<file path="src/rtl/adder_pkg.sv">
// adder_pkg: shared types and widths for the 24-bit prefix adder and the
// limb carry chain wrapped around it.
package adder_pkg;

  localparam int unsigned LIMB_W    = 24;
  localparam int unsigned MAX_LIMBS = 16;
  localparam int unsigned LIMB_IDX_W = $clog2(MAX_LIMBS);

  typedef enum logic {
    FIRST = 1'b0,
    RUN   = 1'b1
  } chain_state_t;

  // Registered result limb presented on the output stream.
  typedef struct packed {
    logic [LIMB_W-1:0]     sum;
    logic [LIMB_IDX_W-1:0] idx;
    logic                  last;
    logic                  cout;
    logic                  err;
  } limb_res_t;

endpackage

</file>
<file path="src/rtl/adder.sv">
// adder: combinational 24-bit Kogge-Stone prefix adder.
// Ports:
//   a, b  in  W   operands
//   cin   in  1   carry-in
//   sum   out W   a + b + cin (low W bits)
//   cout  out 1   carry-out of the MSB
module adder
  import adder_pkg::*;
#(
  parameter int unsigned W = LIMB_W
) (
  input  logic [W-1:0] a,
  input  logic [W-1:0] b,
  input  logic         cin,
  output logic [W-1:0] sum,
  output logic         cout
);

  localparam int unsigned LEVELS = $clog2(W);

  // Returns {cout, sum}; cin is folded into the bit-0 generate term.
  function automatic logic [W:0] prefix_add(input logic [W-1:0] x,
                                            input logic [W-1:0] y,
                                            input logic         ci);
    logic [W-1:0] t;
    logic [W-1:0] g;
    logic [W-1:0] p;
    logic [W-1:0] gn;
    logic [W-1:0] pn;
    logic [W-1:0] s;
    t    = x ^ y;
    g    = x & y;
    g[0] = g[0] | (t[0] & ci);
    p    = t;
    for (int l = 0; l < int'(LEVELS); l++) begin
      gn = g;
      pn = p;
      for (int i = 0; i < int'(W); i++) begin
        if (i >= (1 << l)) begin
          gn[i] = g[i] | (p[i] & g[i-(1<<l)]);
          pn[i] = p[i] & p[i-(1<<l)];
        end
      end
      g = gn;
      p = pn;
    end
    s[0] = t[0] ^ ci;
    for (int i = 1; i < int'(W); i++) begin
      s[i] = t[i] ^ g[i-1];
    end
    return {g[W-1], s};
  endfunction

  logic [W:0] w_res;

  assign w_res = prefix_add(a, b, cin);
  assign sum   = w_res[W-1:0];
  assign cout  = w_res[W];

endmodule

</file>
<file path="src/rtl/limb_carry_chain.sv">
// limb_carry_chain: streams multi-limb additions through one 24-bit adder,
// LS limb first, carrying between limbs in a register. One-stage registered
// output; in_ready is combinational (no skid buffer).
// Optional feature macro: LIMB_CARRY_SIGNED_OVF_EN adds out_ovf, the
// two's-complement overflow of the whole packet, reported on the last limb.
// Ports:
//   clk, rst                         clock, async active-high reset
//   in_valid/in_ready                input limb handshake
//   in_a, in_b, in_cin, in_last      operand limbs, packet cin, last marker
//   out_valid/out_ready              output limb handshake
//   out_sum, out_idx, out_last       sum limb, limb index, last marker
//   out_cout, out_err                packet carry-out, length error
//   out_ovf (macro only)             signed overflow on last limb
module limb_carry_chain
  import adder_pkg::*;
#(
  parameter int unsigned W         = LIMB_W,
  parameter int unsigned MAX_LIMBS = adder_pkg::MAX_LIMBS,
  parameter int unsigned IDX_W     = LIMB_IDX_W
) (
  input  logic             clk,
  input  logic             rst,
  input  logic             in_valid,
  output logic             in_ready,
  input  logic [W-1:0]     in_a,
  input  logic [W-1:0]     in_b,
  input  logic             in_cin,
  input  logic             in_last,
  output logic             out_valid,
  input  logic             out_ready,
  output logic [W-1:0]     out_sum,
  output logic [IDX_W-1:0] out_idx,
  output logic             out_last,
  output logic             out_cout,
`ifdef LIMB_CARRY_SIGNED_OVF_EN
  output logic             out_ovf,
`endif
  output logic             out_err
);

  chain_state_t     r_state;
  logic             r_carry;
  logic [IDX_W-1:0] r_idx;
  logic             r_out_valid;
  limb_res_t        r_res;

  logic             w_xfer;
  logic             w_cin;
  logic             w_limit;
  logic             w_last;
  logic [W-1:0]     w_sum;
  logic             w_cout;

  adder #(.W(W)) u_adder (
    .a    (in_a),
    .b    (in_b),
    .cin  (w_cin),
    .sum  (w_sum),
    .cout (w_cout)
  );

  assign in_ready = !r_out_valid || out_ready;
  assign w_xfer   = in_valid && in_ready;
  assign w_cin    = (r_state == FIRST) ? in_cin : r_carry;
  // Packet hits the limb budget: this limb is forced to be the last one.
  assign w_limit  = (r_idx == IDX_W'(MAX_LIMBS - 1)) && !in_last;
  assign w_last   = in_last || w_limit;

  // Chain state, carry and registered output stage.
  always_ff @(posedge clk or posedge rst) begin
    if (rst) begin
      r_state     <= FIRST;
      r_carry     <= 1'b0;
      r_idx       <= '0;
      r_out_valid <= 1'b0;
      r_res       <= '0;
    end else if (w_xfer) begin
      r_out_valid <= 1'b1;
      r_carry     <= w_cout;
      r_res.sum   <= w_sum;
      r_res.idx   <= r_idx;
      r_res.last  <= w_last;
      r_res.cout  <= w_last && w_cout;
      r_res.err   <= w_limit;
      if (w_last) begin
        r_state <= FIRST;
        r_idx   <= '0;
      end else begin
        r_state <= RUN;
        r_idx   <= r_idx + IDX_W'(1);
      end
    end else if (r_out_valid && out_ready) begin
      r_out_valid <= 1'b0;
    end
  end

`ifdef LIMB_CARRY_SIGNED_OVF_EN
  logic r_ovf;
  logic w_msb_cin;

  // Carry into the MSB recovered from the operand and sum MSBs.
  assign w_msb_cin = in_a[W-1] ^ in_b[W-1] ^ w_sum[W-1];

  always_ff @(posedge clk or posedge rst) begin
    if (rst) begin
      r_ovf <= 1'b0;
    end else if (w_xfer) begin
      r_ovf <= w_last && (w_msb_cin ^ w_cout);
    end
  end

  assign out_ovf = r_ovf;
`endif

  assign out_valid = r_out_valid;
  assign out_sum   = r_res.sum;
  assign out_idx   = r_res.idx;
  assign out_last  = r_res.last;
  assign out_cout  = r_res.cout;
  assign out_err   = r_res.err;

endmodule

</file>
<file path="config.mk">
export PLATFORM = sky130hd
export DESIGN_NAME = limb_carry_chain
export DESIGN_NICKNAME = d
export VERILOG_FILES = /design/src/rtl/adder_pkg.sv /design/src/rtl/adder.sv /design/src/rtl/limb_carry_chain.sv
export SDC_FILE = /design/constraint.sdc
export NUM_CORES = 1
export LEC_CHECK = 0
export CAP_MARGIN = 20
export CORE_ASPECT_RATIO = 0.6
export CORE_MARGIN = 3
export CORE_UTILIZATION = 51
export DETAILED_ROUTE_END_ITERATION = 8
export HOLD_SLACK_MARGIN = 0.06
export PLACE_DENSITY = 0.86
export SYNTH_ARGS = -nofsm -noshare
export SYNTH_HDL_FRONTEND = slang
export SYNTH_SLANG_ARGS = --single-unit
</file>
<file path="constraint.sdc">
create_clock -name clk -period 4.2 [get_ports clk]
set_input_delay 0.84 -clock clk [delete_from_list [all_inputs] [get_ports clk]]
set_output_delay 0.84 -clock clk [all_outputs]
set_load 0.1 [all_outputs]
</file>
### Word-level counts from Yosys, hierarchy flattened

Index checks and enable logic that the tools add are counted.
Widths: inputs -> output; s select.

* add/subtract/negate cells: 1
* $mul: 0
* divide/modulo/power cells: 0
* order comparisons: 0
* equality and inequality tests: 1
* shifts and indexed selects: 0
* muxes and demuxes: 5
* bitwise logic cells: 272
* reduce and logical (&&, ||, !) cells: 9

Operators by type and width (count)
* $and 1x1->1: 156
* $or 1x1->1: 90
* $and 24x24->24: 1
* $xor 1x1->1: 24
* $xor 24x24->24: 1
* $add 4x1->4 const B: 1
* $eq 4x4->1 const B: 1
* $logic_and 1x1->1: 4
* $mux 1: 4
* $mux 4: 1
* $logic_not 1->1: 2
* $logic_or 1x1->1: 2
* $reduce_bool 2->1: 1

* bits in registers: 38
* bits in latches: 0
* memory bits (writable): 0
* memory bits (read-only): 0
* output and inout port bits: 33
* word-level logic and storage cells: 297
* memories: 0

### Longest topological paths before layout

* depth after elaboration: 12
* mapped depth: 9
* depth with buffers taken out: 9

### By module

A second synthesis with hierarchy kept.

* cell total of the unflattened synthesis: 261
* area, all modules: 2685.1 um2

By module, submodules not included
* limb_carry_chain: instances 1, cells an instance 103, area each 1514.0 um2
* adder: instances 1, cells an instance 158, area each 1171.1 um2

### Worst setup path before layout

OpenSTA, ideal clock, no wires.

* path kind: input port to flip-flop
* start point: in in_cin
* end point: reg r_res, in the netlist out_sum[20]
* setup time: 133 ps
* arrival: 3009 ps
* slack: 1058 ps
* stages: 9
* path buffers: 0
* cell sequence: mux2_2 > fa_1 > fa_1 > a21o_1 > a41o_1 > o21a_2 > o21ai_2 > mux2i_1 > nand4_1

* cells in the longest elaborated chain, start to end: 10

Ends and longest elaborated chain
* from (decl): RTL line limb_carry_chain.sv:27 `input logic in_cin,`
* $mux 1: RTL line limb_carry_chain.sv:64 `assign w_cin = (r_state == FIRST) ? in_cin : r_carry;`
* $and 1x1->1: RTL line adder.sv:33 `g[0] = g[0] | (t[0] & ci);`
* $or 1x1->1: RTL line adder.sv:33
* $and 1x1->1: RTL line adder.sv:40 `gn[i] = g[i] | (p[i] & g[i-(1<<l)]);`
* $or 1x1->1: RTL line adder.sv:40
* $and 1x1->1: RTL line adder.sv:40
* $or 1x1->1: RTL line adder.sv:40
* $and 1x1->1: RTL line adder.sv:40
* $or 1x1->1: RTL line adder.sv:40
* $xor 1x1->1: RTL line adder.sv:49 `s[i] = t[i] ^ g[i-1];`
* to (decl): RTL line limb_carry_chain.sv:45 `limb_res_t r_res;`

Every way passes these cells.
A chain may end at the register's enable or synchronous reset.

### Worst setup path after layout

Ends and elaborated chain as after synthesis.

==> metrics.txt <==
layout cells sized above 1=0.0692; initial core utilization=0.541; setup_tns=0 ns; number of buffers created by CTS=5; worst IR drop on VDD=roughly 0.00024 V; Worst Path Buf+Inv=1; Synth area leader=dfrtp_1; initial detailed-routing violation count=150; Die W=102 um; Post-DRT Antenna Nets=0; core area=0.00520 mm^2; vias in the first global route=~2800; Most common cell on crit path=fa_1; crit start category=input pin; Crit Path Max Fanout=6; hold buffer count at CTS=0; unrepaired setup endpoints after global routing=false; row cnt=20; Cells after Synth=332; Synth Cell Area=0.00282 mm^2; syn_area_per_cell=8.49 um^2; critical path data required time=4.38 ns; crit-path leading delay family=compound AO/OA/AOI/OAI gates; Vias=2935; highest metal used=met4; Worst Slack Setup Final=0.747 ns; Top FF cell, synth=dfrtp_1; IO Pins=just under 90; initial antenna violation count=0; hold_sp=out_idx[1]$_DFFE_PP0P_; final wirelength=8020 um; max-cap viol count=0; WL met2=3420 um; fmax=between 200 and 300 MHz; CP Cell Sequence=clkdlybuf4s50_1 -> mux2_2 -> fa_1 -> fa_1 -> a21o_1 -> a41o_1 -> o21a_2 -> o21ai_2 -> mux2i_1 -> nand4_1; Area contributors post-synth=dfrtp_1 34%, ha_1 11%, nand2_1 8.9%; Slowest cell on crit path=fa_1; Buffers on Ports=86; detailed placer's ending HPWL=6240 um; Layout Skew=0.00400 ns; Final Power=1.77 mW; TritonCTS clock tree=yes; vias per cell=6.05; final core utilization=0.737; Clock transition at path regs=0.08 ns; r2r startpoint=r_state$_DFFE_PP0P_; Synth top area share=0.337; Slew @ Worst Pin=1.04 ns; synth-to-layout area growth=36.1%; postcts setup bufs=0; pre-CTS WS=0.468 ns; min cycle time layout=3.45 ns; maximum clock insertion buffer count=2; launch point of the critical path=in_cin; Overflow after GRT=0; routability cong.=roughly 0.9; NumNets Final=498; GR Util All Layers=0.249; Lkg Pwr=1.67 nW; Critical Path Sink Type=flop; EDFF count, synth=0; post-synth cell types=56; Post-synth ARST share=1.00; period utilisation layout=0.822; Worst-Skew Late Latency=0.29 ns; CTS root buffer=clkbuf_8; Resize count post-CTS=0; DIE AREA=0.00648 mm^2; Slew HR=0.307; DR WL met3=~800 um; WP data arrival=3.63 ns; Die Y=63.6 um; Post-Route M1 WL=3710 um; YS warnings=0; DR WL/cell=roughly 17 um; worst hold path type=reg -> reg; Antenna Cells=0; final routed DRC violation total=0; global-route wire length before repair=13100 um; post-synthesis sequential area ratio=0.337; status=finished clean; largest net degree at the start of global routing=44; Power Dens Cells=around 460 mW/mm^2; Hold Fails Final Rpt=0; critical path type=in -> reg; final setup fails=0; Worst path max stage delay=0.45 ns; syn nets=412; DR pass1 iterations=5; Final Max Tran Viols=0; H-tree levels=2; # clock sinks=38; register bit count reported by yosys=38
flip-flops by register name, summed over array words and instances, names as in the netlist:
name       cells
out_sum       24
out_idx        4
r_idx          4
out_cout       1
out_err        1
out_last       1
out_valid      1
r_carry        1
r_state        1
synthesized netlist by cell type, types with 4 or more instances:
cell,number
nand4_1,7
a21o_1,6
nand3_1,12
a21oi_1,21
nor3_1,9
o211ai_1,5
xor2_1,6
dfrtp_1,38
o21a_1,8
o31ai_1,4
ha_1,24
nand2_1,67
o21ai_0,19
o21ai_1,7
nor2_1,20
xnor2_1,6
a21oi_2,4
clkbuf_1,5
inv_1,8
path summary, 6_finish.rpt:
kind | end | slack [ns] | cells past startpoint
min in group asynchronous | out_sum[0]$_DFFE_PP0P_ | 0.78 | 2
worst min-delay path | out_idx[1]$_DFFE_PP0P_ | 0.48 | 2
max in group asynchronous | out_sum[17]$_DFFE_PP0P_ | 2.94 | 3
worst max-delay path | out_sum[20]$_DFFE_PP0P_ | 0.75 | 10
worst max register to register | out_sum[20]$_DFFE_PP0P_ | 1.25 | 9
worst min register to register | out_idx[1]$_DFFE_PP0P_ | 0.48 | 2
routing by layer:
| metal | track usage | vias to the layer above |
|---|---|---|
| li1 | - | 1384 |
| met1 | 0.374 | 1363 |
| met2 | 0.359 | 175 |
| met3 | 0.0653 | 13 |
| met4 | 0.0507 | 0 |
| met5 | 0 | - |
worst min-delay path, cell delays in order (launching register included):
cell and delay (ns):
dfrtp_1 0.35, nand2_1 0.05, nand2_1 0.05
metrics by stage:
step | cell area, um^2 | hold WS, ns | std cells
after global routing | 3830 | 0.502 | 485
final | 3830 | 0.476 | 485
after global placement | 3710 | 0.459 | 476
after floorplan | 2820 | 0.456 | 332
after CTS | 3810 | 0.482 | 484
after detailed placement | 3710 | 0.462 | 476
layout make-up:
cell class	count	area [um^2]
Clock buffer	6	82.6
Timing Repair Buffer	89	901
Clock inverter	2	12.5
Multi-Input combinational cell	276	1780
Fill cell	414	1370
Inverter	8	30.0
Tap cell	66	82.6
Sequential cell	38	951
where the power goes:
| group | total (mW) | switching [mW] | internal [mW] |
|---|---|---|---|
| logic | 1.00 | 0.723 | 0.276 |
| registers | 0.491 | 0.0506 | 0.440 |
| clock network | 0.275 | 0.143 | 0.132 |
| total | 1.77 | 0.917 | 0.849 |
layout by cell type, fill, tap and decap left out, types with 2 or more instances in the layout:
cell type / synthesis / layout
or3_1: 3 / 3
and3_1: 3 / 3
nand4_1: 7 / 7
clkdlybuf4s50_1: 0 / 85
nand3_1: 12 / 12
xnor2_1: 6 / 6
o211ai_1: 5 / 5
o21a_1: 8 / 8
nor4_1: 3 / 3
inv_1: 8 / 8
ha_1: 24 / 24
xor2_1: 6 / 6
a41o_1: 2 / 2
o31ai_1: 4 / 4
nor2_1: 20 / 20
o21ai_0: 19 / 19
a31oi_1: 2 / 2
a21oi_1: 21 / 21
nand2_1: 67 / 66
mux2i_1: 3 / 3
clkbuf_8: 1 / 6
buf_4: 0 / 3
nand2b_1: 3 / 3
dfrtp_1: 38 / 38
mux2_2: 2 / 2
fa_1: 2 / 2
a21oi_2: 4 / 4
o311ai_0: 2 / 2
o21ai_1: 7 / 7
a211oi_1: 3 / 3
nor3_1: 9 / 9
a21o_1: 6 / 6
o22ai_1: 2 / 2
cell families after synthesis:
logic type | count (synthesis) | synth area share
multiplexers | 5 | 0.0186
XOR/XNOR | 12 | 0.0373
adder cells (fa/ha/maj) | 26 | 0.121
buffers and inverters | 18 | 0.0333
AO/OA/AOI/OAI | 99 | 0.237
AND/OR/NAND/NOR | 134 | 0.216
flip-flops | 38 | 0.337
Power figures use the tool's default switching activity.
==> RTL change, RTL diff (config.mk and constraints unchanged) <==
Change the package constant `LIMB_W` from 24 to 36.
--- a/src/rtl/adder_pkg.sv
+++ b/src/rtl/adder_pkg.sv
@@ -4,3 +4,3 @@
 
-  localparam int unsigned LIMB_W    = 24;
+  localparam int unsigned LIMB_W    = 36;
   localparam int unsigned MAX_LIMBS = 16;
Ports: changed (resized in_a, in_b and out_sum); port bits go from 87 to 123. No check against the original RTL was run, so the function may have changed too.
==> RTL change against the original RTL <==
  * Final area increased by 37%
  * Sequential power rose by 30%
  * Setup slack worse by 0.52 ns
  * Synthesized cell count up 37%
  * Total power rose by 42%
  * Die area up 32%
  * Wire length grew 39%
  * Sequential cell count is 12 higher
  * Register-to-register slack worse by 0.51 ns
  * Combinational power increased by 40%
  * Non-clock buffer count increased by 39
  * Synthesized area grew 35%
  * Sequential share of layout area shrank 0.98 points
==> RTL change: results (changes against the original RTL) <==
- Status: finished clean (unchanged)
- M1 wire length: 5420 µm (was 3710 µm)
- Mean Syn Cell Area: 8.36 µm² (was 8.49 µm²)
- Hold Slack: 0.479 ns (was 0.476 ns)
- Max FO, Critical Path: 3 (was 6)
- Top area cells in the synthesized netlist: dfrtp_1 33%, ha_1 12%, nand2_1 8.2% (was dfrtp_1 34%, ha_1 11%, nand2_1 8.9%)
- Placed Area: 5070 µm² (was 3710 µm²)
- Yosys cell types: 50 (was 56)
- Root buffer cell: clkbuf_16 (was clkbuf_8)
- RR Endpoint: out_sum[22] (was out_sum[20])
- Routed wire length: 11200 µm (was 8020 µm)
- Final HPWL DP: 8800 µm (was 6240 µm)
- Initial drt markers: 293 (was 150)
- Vias in the first global route: 3622 (was 2765)
- M3 GR Usage: 4.73% (was 6.53%)
- Fill cell count: 506 (was 414)
- Worst hold endpoint: out_sum[8] (was out_idx[1])
- GRT Util Overall: 25.9% (was 24.9%)
- Rel. slew slack: 30.8% (was 30.7%)
- Ant diodes: 0 (unchanged)
- Placer Congestion: 0.951 (was 0.914)
- EDFF count, synth: 0 (unchanged)
- # resized after CTS: 0 (unchanged)
- First-pass GRT wire length: 18100 µm (was 13100 µm)
- XOR/XNOR Fraction of Synth Area: 7.62% (was 3.73%)
- Final Skew: 0.00538 ns (was 0.00400 ns)
- Arrival time at the worst endpoint: 4.13 ns (was 3.63 ns)
- Sequential element share of the synthesized area: 33.0% (was 33.7%)
- Worst stage delay on the critical path: 0.43 ns (was 0.45 ns)
- Syn nets: 570 (was 412)
- GR Layer Usage met2: 42.3% (was 35.9%)
- Pin count of the biggest net entering global routing: 51 (was 44)
- Synth Area in Adders: 12.9% (was 12.1%)
- Met2 wire len: 4940 µm (was 3420 µm)
- Hold Path Origin: out_sum[8] (was out_idx[1])
- Compound-cell area share of the yosys netlist: 24.4% (was 23.7%)
- Share of cells above drive strength 1: 4.61% (was 6.92%)
- Commonest cells in the netlist: 83 x nand2_1, 50 x dfrtp_1, 42 x o21ai_0 (was 67 x nand2_1, 38 x dfrtp_1, 24 x ha_1)
- Final #Nets: 680 (was 498)
- Setup slack, reg-to-reg: 0.74 ns (was 1.25 ns)
- Max reg flops: 36 (was 24)
- Static leakage: 0.00231 µW (was 0.00167 µW)
- Port buffer count: 122 (was 86)
- Mux contribution to synthesized area: 0.857% (was 1.87%)
- Met1 Use GR: 37.0% (was 37.4%)
- CTS buffer count: 5 (unchanged)
- VDD IR max: 246 µV (was 237 µV)
- Synthesis Warnings: 0 (unchanged)
- Fin cells: 664 (was 485)
- R2R cell count: 12 (was 9)
- Post-CTS Setup Inserts: 0 (unchanged)
- Clock latency on the worst-skew pair: 0.29 ns (about the same)
- Vias: 3805 (was 2935)
- Met3 wire len: 684 µm (was 801 µm)
RTL change: metrics by stage:
stage	TNS, ns	total power, µW	worst slack [ns]
floorplan	0	1660	0.703
global placement	0	2010	0.164
detailed placement	-0.0102	2040	-0.0102
CTS	0	2500	0.257
global route	0	2600	0.105
finish	0	2510	0.232
RTL change: kinds of logic after synthesis:
kind of cell             after synthesis
AO/OA/AOI/OAI                        150
AND/OR/NAND/NOR                      144
flip-flops                            50
adder cells (fa/ha/maj)               38
buffers and inverters                 36
XOR/XNOR                              33
multiplexers                           3
RTL change: worst max-delay path by stage:
stage | end | cells past startpoint | slack [ns]
finish | out_sum[22] | 13 | 0.23
CTS | out_sum[22] | 13 | 0.26
global route | out_sum[22] | 13 | 0.10
global placement | out_sum[22] | 13 | 0.16
detailed placement | out_sum[22] | 13 | -0.01
floorplan | out_sum[22] | 12 | 0.70
RTL change: cell type report:
| class | instances | area (µm²) | area share [%] |
|---|---|---|---|
| clock inverters | 2 | 38.8 | 0.738 |
| multi-input cells | 368 | 2400 | 45.6 |
| flip-flops and latches | 50 | 1250 | 23.8 |
| clock buffers | 5 | 125 | 2.38 |
| inverters | 11 | 41.3 | 0.786 |
| repair buffers | 128 | 1280 | 24.3 |
| well taps | 100 | 125 | 2.38 |
RTL change: power breakdown:
part	leakage, µW	internal (µW)	switching [µW]
Sequential	0.000622	578	60.6
Clock	0.0000799	279	185
Combinational	0.00160	393	1010
RTL change: tightest hold or removal path, stage by stage, from the launching register on:
cell     delay (ns)
dfrtp_1        0.35
nand2_1        0.04
o21ai_0        0.06
